File: src/rtl/serial_pkg.sv
// Shared definitions for the serial transmitter and its matching receiver:
// frame state encodings and line levels.
package serial_pkg;

    typedef enum logic [2:0] {
        ST_IDLE   = 3'd0,
        ST_START  = 3'd1,
        ST_DATA   = 3'd2,
        ST_PARITY = 3'd3,
        ST_STOP   = 3'd4
    } serial_state_t;

    localparam logic LINE_IDLE  = 1'b1;
    localparam logic LINE_START = 1'b0;

endpackage

File: src/rtl/bit_timer.sv
// Bit-period counter: counts clock cycles within one serial bit, flags the
// last cycle of the period and can be restarted synchronously.
module bit_timer #(
    parameter int CLKS_PER_BIT = 4
) (
    input  logic clock,
    input  logic clear_n,
    input  logic restart,
    output logic tc
);

    localparam int CNT_W = $clog2(CLKS_PER_BIT);
    localparam logic [CNT_W-1:0] LAST = CNT_W'(CLKS_PER_BIT - 1);

    logic [CNT_W-1:0] count;

    assign tc = (count == LAST);

    always_ff @(negedge clock or negedge clear_n) begin
        if (!clear_n) begin
            count <= '0;
        end else if (restart || tc) begin
            count <= '0;
        end else begin
            count <= count + CNT_W'(1);
        end
    end

endmodule

File: src/rtl/serial_transmitter.sv
// Serial frame transmitter: start bit, LSB-first payload, optional even parity
// (enabled by defining SERIAL_TX_PARITY_EN), stop bit. Updates on falling edges.
module serial_transmitter
    import serial_pkg::*;
#(
    parameter int DATA_WIDTH   = 8,
    parameter int CLKS_PER_BIT = 4
) (
    input  logic                  clock,
    input  logic                  clear_n,
    input  logic [DATA_WIDTH-1:0] data,
    input  logic                  valid,
    output logic                  ready,
    output logic                  tx,
    output logic                  busy,
    output logic                  done
);

    localparam int BIT_W = (DATA_WIDTH > 1) ? $clog2(DATA_WIDTH) : 1;
    localparam logic [BIT_W-1:0] LAST_BIT = BIT_W'(DATA_WIDTH - 1);

    serial_state_t         state;
    serial_state_t         state_next;
    logic [DATA_WIDTH-1:0] shreg;
    logic [BIT_W-1:0]      bit_cnt;
    logic                  tc;
    logic                  restart;
    logic                  accept;
    logic                  done_next;
`ifdef SERIAL_TX_PARITY_EN
    logic                  parity_bit;
`endif

    assign ready  = (state == ST_IDLE);
    assign busy   = ~ready;
    assign accept = valid && ready;
    // Counter is held at zero while idle so START always gets a full period.
    assign restart = (state_next != state) || (state == ST_IDLE);

    bit_timer #(
        .CLKS_PER_BIT(CLKS_PER_BIT)
    ) u_bit_timer (
        .clock  (clock),
        .clear_n(clear_n),
        .restart(restart),
        .tc     (tc)
    );

    always_comb begin
        state_next = state;
        tx         = LINE_IDLE;
        done_next  = 1'b0;
        case (state)
            ST_IDLE: begin
                if (accept) state_next = ST_START;
            end
            ST_START: begin
                tx = LINE_START;
                if (tc) state_next = ST_DATA;
            end
            ST_DATA: begin
                tx = shreg[0];
                if (tc && (bit_cnt == LAST_BIT)) begin
`ifdef SERIAL_TX_PARITY_EN
                    state_next = ST_PARITY;
`else
                    state_next = ST_STOP;
`endif
                end
            end
`ifdef SERIAL_TX_PARITY_EN
            ST_PARITY: begin
                tx = parity_bit;
                if (tc) state_next = ST_STOP;
            end
`endif
            ST_STOP: begin
                if (tc) begin
                    state_next = ST_IDLE;
                    done_next  = 1'b1;
                end
            end
            default: state_next = ST_IDLE;
        endcase
    end

    always_ff @(negedge clock or negedge clear_n) begin
        if (!clear_n) begin
            state <= ST_IDLE;
            done  <= 1'b0;
        end else begin
            state <= state_next;
            done  <= done_next;
        end
    end

    // Payload is captured on accept and shifted out LSB first.
    always_ff @(negedge clock or negedge clear_n) begin
        if (!clear_n) begin
            shreg   <= '0;
            bit_cnt <= '0;
        end else begin
            if (accept) begin
                shreg <= data;
            end else if ((state == ST_DATA) && tc) begin
                shreg <= shreg >> 1;
            end
            if (state != ST_DATA) begin
                bit_cnt <= '0;
            end else if (tc) begin
                bit_cnt <= bit_cnt + BIT_W'(1);
            end
        end
    end

`ifdef SERIAL_TX_PARITY_EN
    always_ff @(negedge clock or negedge clear_n) begin
        if (!clear_n) begin
            parity_bit <= 1'b0;
        end else if (accept) begin
            parity_bit <= ^data;
        end
    end
`endif

endmodule

File: config.mk
export PLATFORM = sky130hd
export DESIGN_NAME = serial_transmitter
export DESIGN_NICKNAME = d
export VERILOG_FILES = /design/src/rtl/serial_pkg.sv /design/src/rtl/bit_timer.sv /design/src/rtl/serial_transmitter.sv
export SDC_FILE = /design/constraint.sdc
export NUM_CORES = 1
export LEC_CHECK = 0
export CORE_MARGIN = 2
export CORE_UTILIZATION = 46
export DETAILED_ROUTE_END_ITERATION = 10
export GPL_TIMING_DRIVEN = 0
export PLACE_DENSITY_LB_ADDON = 0.15
export SLEW_MARGIN = 20
export SYNTH_ARGS = -nofsm -noshare
export SYNTH_HDL_FRONTEND = slang
export SYNTH_HIERARCHICAL = 1
export SYNTH_SLANG_ARGS = --single-unit
File: constraint.sdc
create_clock -name clock -period 2.05 [get_ports clock]
set_clock_uncertainty 0.2 [all_clocks]
set_input_delay 0.41 -clock clock [delete_from_list [all_inputs] [get_ports clock]]
set_output_delay 0.41 -clock clock [all_outputs]
set_load 0.05 [all_outputs]
==> metrics <==
status finished with violations; violated checks setup timing; Routed WL 1.95 mm; Residual DRC 0; Synth Cell Area roughly 910 sq um; first-pass GRT wire length 3.11 mm; drt first-iter violations 7; Worst Path Max Fanout 5; post-route ant nets 0; flops & latches, synth 17; hold-fix buffers at CTS 0; vias in the first global route between 600 and 700; CTS root buffer clkbuf_4; # fillers 153; diode count 0; setup TNS -6.81 ns; Mapped Cells 73; Area Growth Syn to Fin 47.3%; PortBufs 14; post-layout util a little over two thirds; DR pass1 iterations 3; arrival time worst endpoint 2.41 ns; Worst Hold Launch u_bit_timer/count[0]; routability cong. 0.768; Clock Latency Late Sink 0.29 ns; # IOs 15; relative max-transition margin slightly above 50%; CP startpoint state[0]; layout cell share with drive strength beyond 1 51.4%; TritonCTS clock tree built; CP Launch Type flip-flop; crit end category primary output; die area 2350 sq um; unrepaired setup endpoints after global routing true; FF-to-FF Start state[2]; Final Slew Violations 0; Avg Synthesized Cell Area 12.5 sq um; die extent in y 48.5 um; clock sink count 17; P_leak ~0.61 nW; CTS buffer count 3; Setup CP Type reg -> out; Vias/cell approximately 5.2; FF+latch area 425 sq um; Remaining Overflow, GRT 0; final setup margin -0.971 ns; Synth warnings 6; Die Wd 48.5 um; Yosys cell types 28; Worst-Margin Slew 0.736 ns; Critical Path RT 1.44 ns; area of the multi-input gates 539 sq um; PD cells 1300 nW/um^2; initial antenna violation count 0; largest net degree at the start of global routing 18; Worst Hold Class reg -> reg; register area share after synthesis 46.8%; Hold Slack 0.254 ns; core area 1920 sq um; Hold Vio Cnt, Final 0; Max Root-Sink Buffers 2; Placed Area ~1100 sq um; Std-Cell Rows 16; clock-pin slew on the worst setup and hold paths approximately 0.070 ns; Synthesized Nets between 80 and 90; maximum vdd ir drop 0.000670 V; nets@finish 120; via count 684; Max-Cap Viols 0; final setup fails 12; H-Tree Depth 1; cell area after layout between 1000 and 1500 sq um; drt wl/cell 14.8 um; gr usage total between 10% and 20%; hpwl dp ~1.1 mm; Starting Density between 40% and 50%
[layout by cell type (no fill, tap or decap)]
cell / synthesis / routed
nor3_1: 4 / 4
or3_4: 0 / 1
o21ai_2: 0 / 1
clkdlybuf4s15_1: 0 / 1
buf_6: 2 / 7
mux2i_1: 4 / 3
clkdlybuf4s50_1: 0 / 7
nand2b_4: 0 / 1
a21oi_1: 3 / 3
ha_1: 3 / 3
o21ai_4: 0 / 1
buf_2: 0 / 1
clkbuf_2: 0 / 1
buf_8: 0 / 2
nor3_4: 1 / 1
nor4b_4: 1 / 1
inv_1: 4 / 3
dfrtn_1: 17 / 17
nand4_1: 1 / 1
or3_1: 1 / 1
nand2_1: 1 / 1
clkbuf_1: 1 / 1
o22ai_1: 1 / 1
nor4_1: 2 / 2
nor2_2: 0 / 1
xnor2_1: 2 / 2
clkinvlp_4: 0 / 1
buf_4: 1 / 13
mux2i_4: 0 / 1
nor2b_2: 0 / 1
nor3b_2: 1 / 1
mux2_4: 0 / 14
nor3_2: 1 / 1
o41ai_2: 0 / 1
clkbuf_4: 0 / 3
a21o_1: 1 / 1
[sequential cells by signal, indices dropped and copies added, names as in the netlist]
signal             count
done                   1
state                  3
u_bit_timer/count      2
bit_cnt                3
shreg                  8
[cell usage after synthesis]
cell type  instances  area [sq um]
dfrtn_1           17           425
nor2_1             1          3.75
xnor2_1            2          17.5
a21o_1             1          7.51
nand2_1            1          3.75
a21oi_1            3          15.0
o22ai_1            1          6.26
nand4_1            1          6.26
nand2b_1           1          6.26
mux2_1             7          78.8
inv_1              4          15.0
nor4_1             2          12.5
nor3_2             1          10.0
ha_1               3          37.5
nor4b_4            1          23.8
nor3_1             4          20.0
clkbuf_1           1          3.75
nor2b_1            1          6.26
mux2i_1            4          40.0
or3_1              1          6.26
o41ai_1            1          8.76
nor3_4             1          16.3
buf_6              2          22.5
o21ai_0            2          10.0
buf_4              1          7.51
mux2_2             7          78.8
nor3b_2            1          12.5
or3_2              1          7.51
[area by class of cell]
class | instances | area share (%)
buffer | 4 | 2.89
multi-input combinational | 48 | 40.2
inverter | 4 | 1.40
sequential | 17 | 31.7
timing repair buffer | 28 | 19.2
tap | 27 | 2.52
clock buffer | 4 | 1.96
[repair_timing]
| action | in CTS | in global routing |
|---|---|---|
| resized for setup | 56 | 8 |
| endpoints found under the setup margin | 30 | 31 |
| buffers inserted | 11 | 3 |
| pin swaps | 2 | 0 |
[worst paths after layout]
path	to	slack, ns	depth (start not counted)
worst max-delay path	ready	-0.97	4
min in group asynchronous	shreg[1]	0.96	1
worst min register to register	u_bit_timer/count[0]	0.25	1
worst min-delay path	u_bit_timer/count[0]	0.25	1
max in group asynchronous	state[0]	0.20	1
worst max register to register	shreg[2]	-0.14	7
[metrics by stage]
step / worst slack, ns / std cells / total power, W
final: -0.971 / 132 / 0.00174
after global routing: -1.02 / 132 / 0.00184
after global placement: -1.47 / 114 / 0.00124
after detailed placement: -1.50 / 114 / 0.00126
after CTS: -0.973 / 129 / 0.00169
after floorplan: -0.794 / 73 / 0.00110
[worst max-delay path, cell delays in order, from the launching register on]
cell and delay, ns:
dfrtn_1 0.37, buf_6 0.13, or3_4 0.38, clkinvlp_4 0.08
buf_8 0.13
[power by group]
part	total, W	internal (W)	switching [W]	leakage, nW
logic	0.00103	0.000579	0.000450	0.375
clock network	0.000184	0.0000755	0.000109	0.0150
registers	0.000525	0.000460	0.0000656	0.215
[logic make-up after synthesis]
family	Yosys count	synth area share, %
AO/OA/AOI/OAI	8	5.23
XOR/XNOR	2	1.93
adder cells (fa/ha/maj)	3	4.13
buffers and inverters	8	5.36
flip-flops	17	46.8
multiplexers	18	21.7
AND/OR/NAND/NOR	17	14.9
[routing by layer]
metal	part of all wire (%)	global-route usage (%)	up-vias
met5	0	0	-
met4	1.3	7.14	0
met3	2.3	2.78	4
met2	52	28.7	13
met1	44	22.2	339
li1	-	-	328
(Power assumes the default switching activity.)
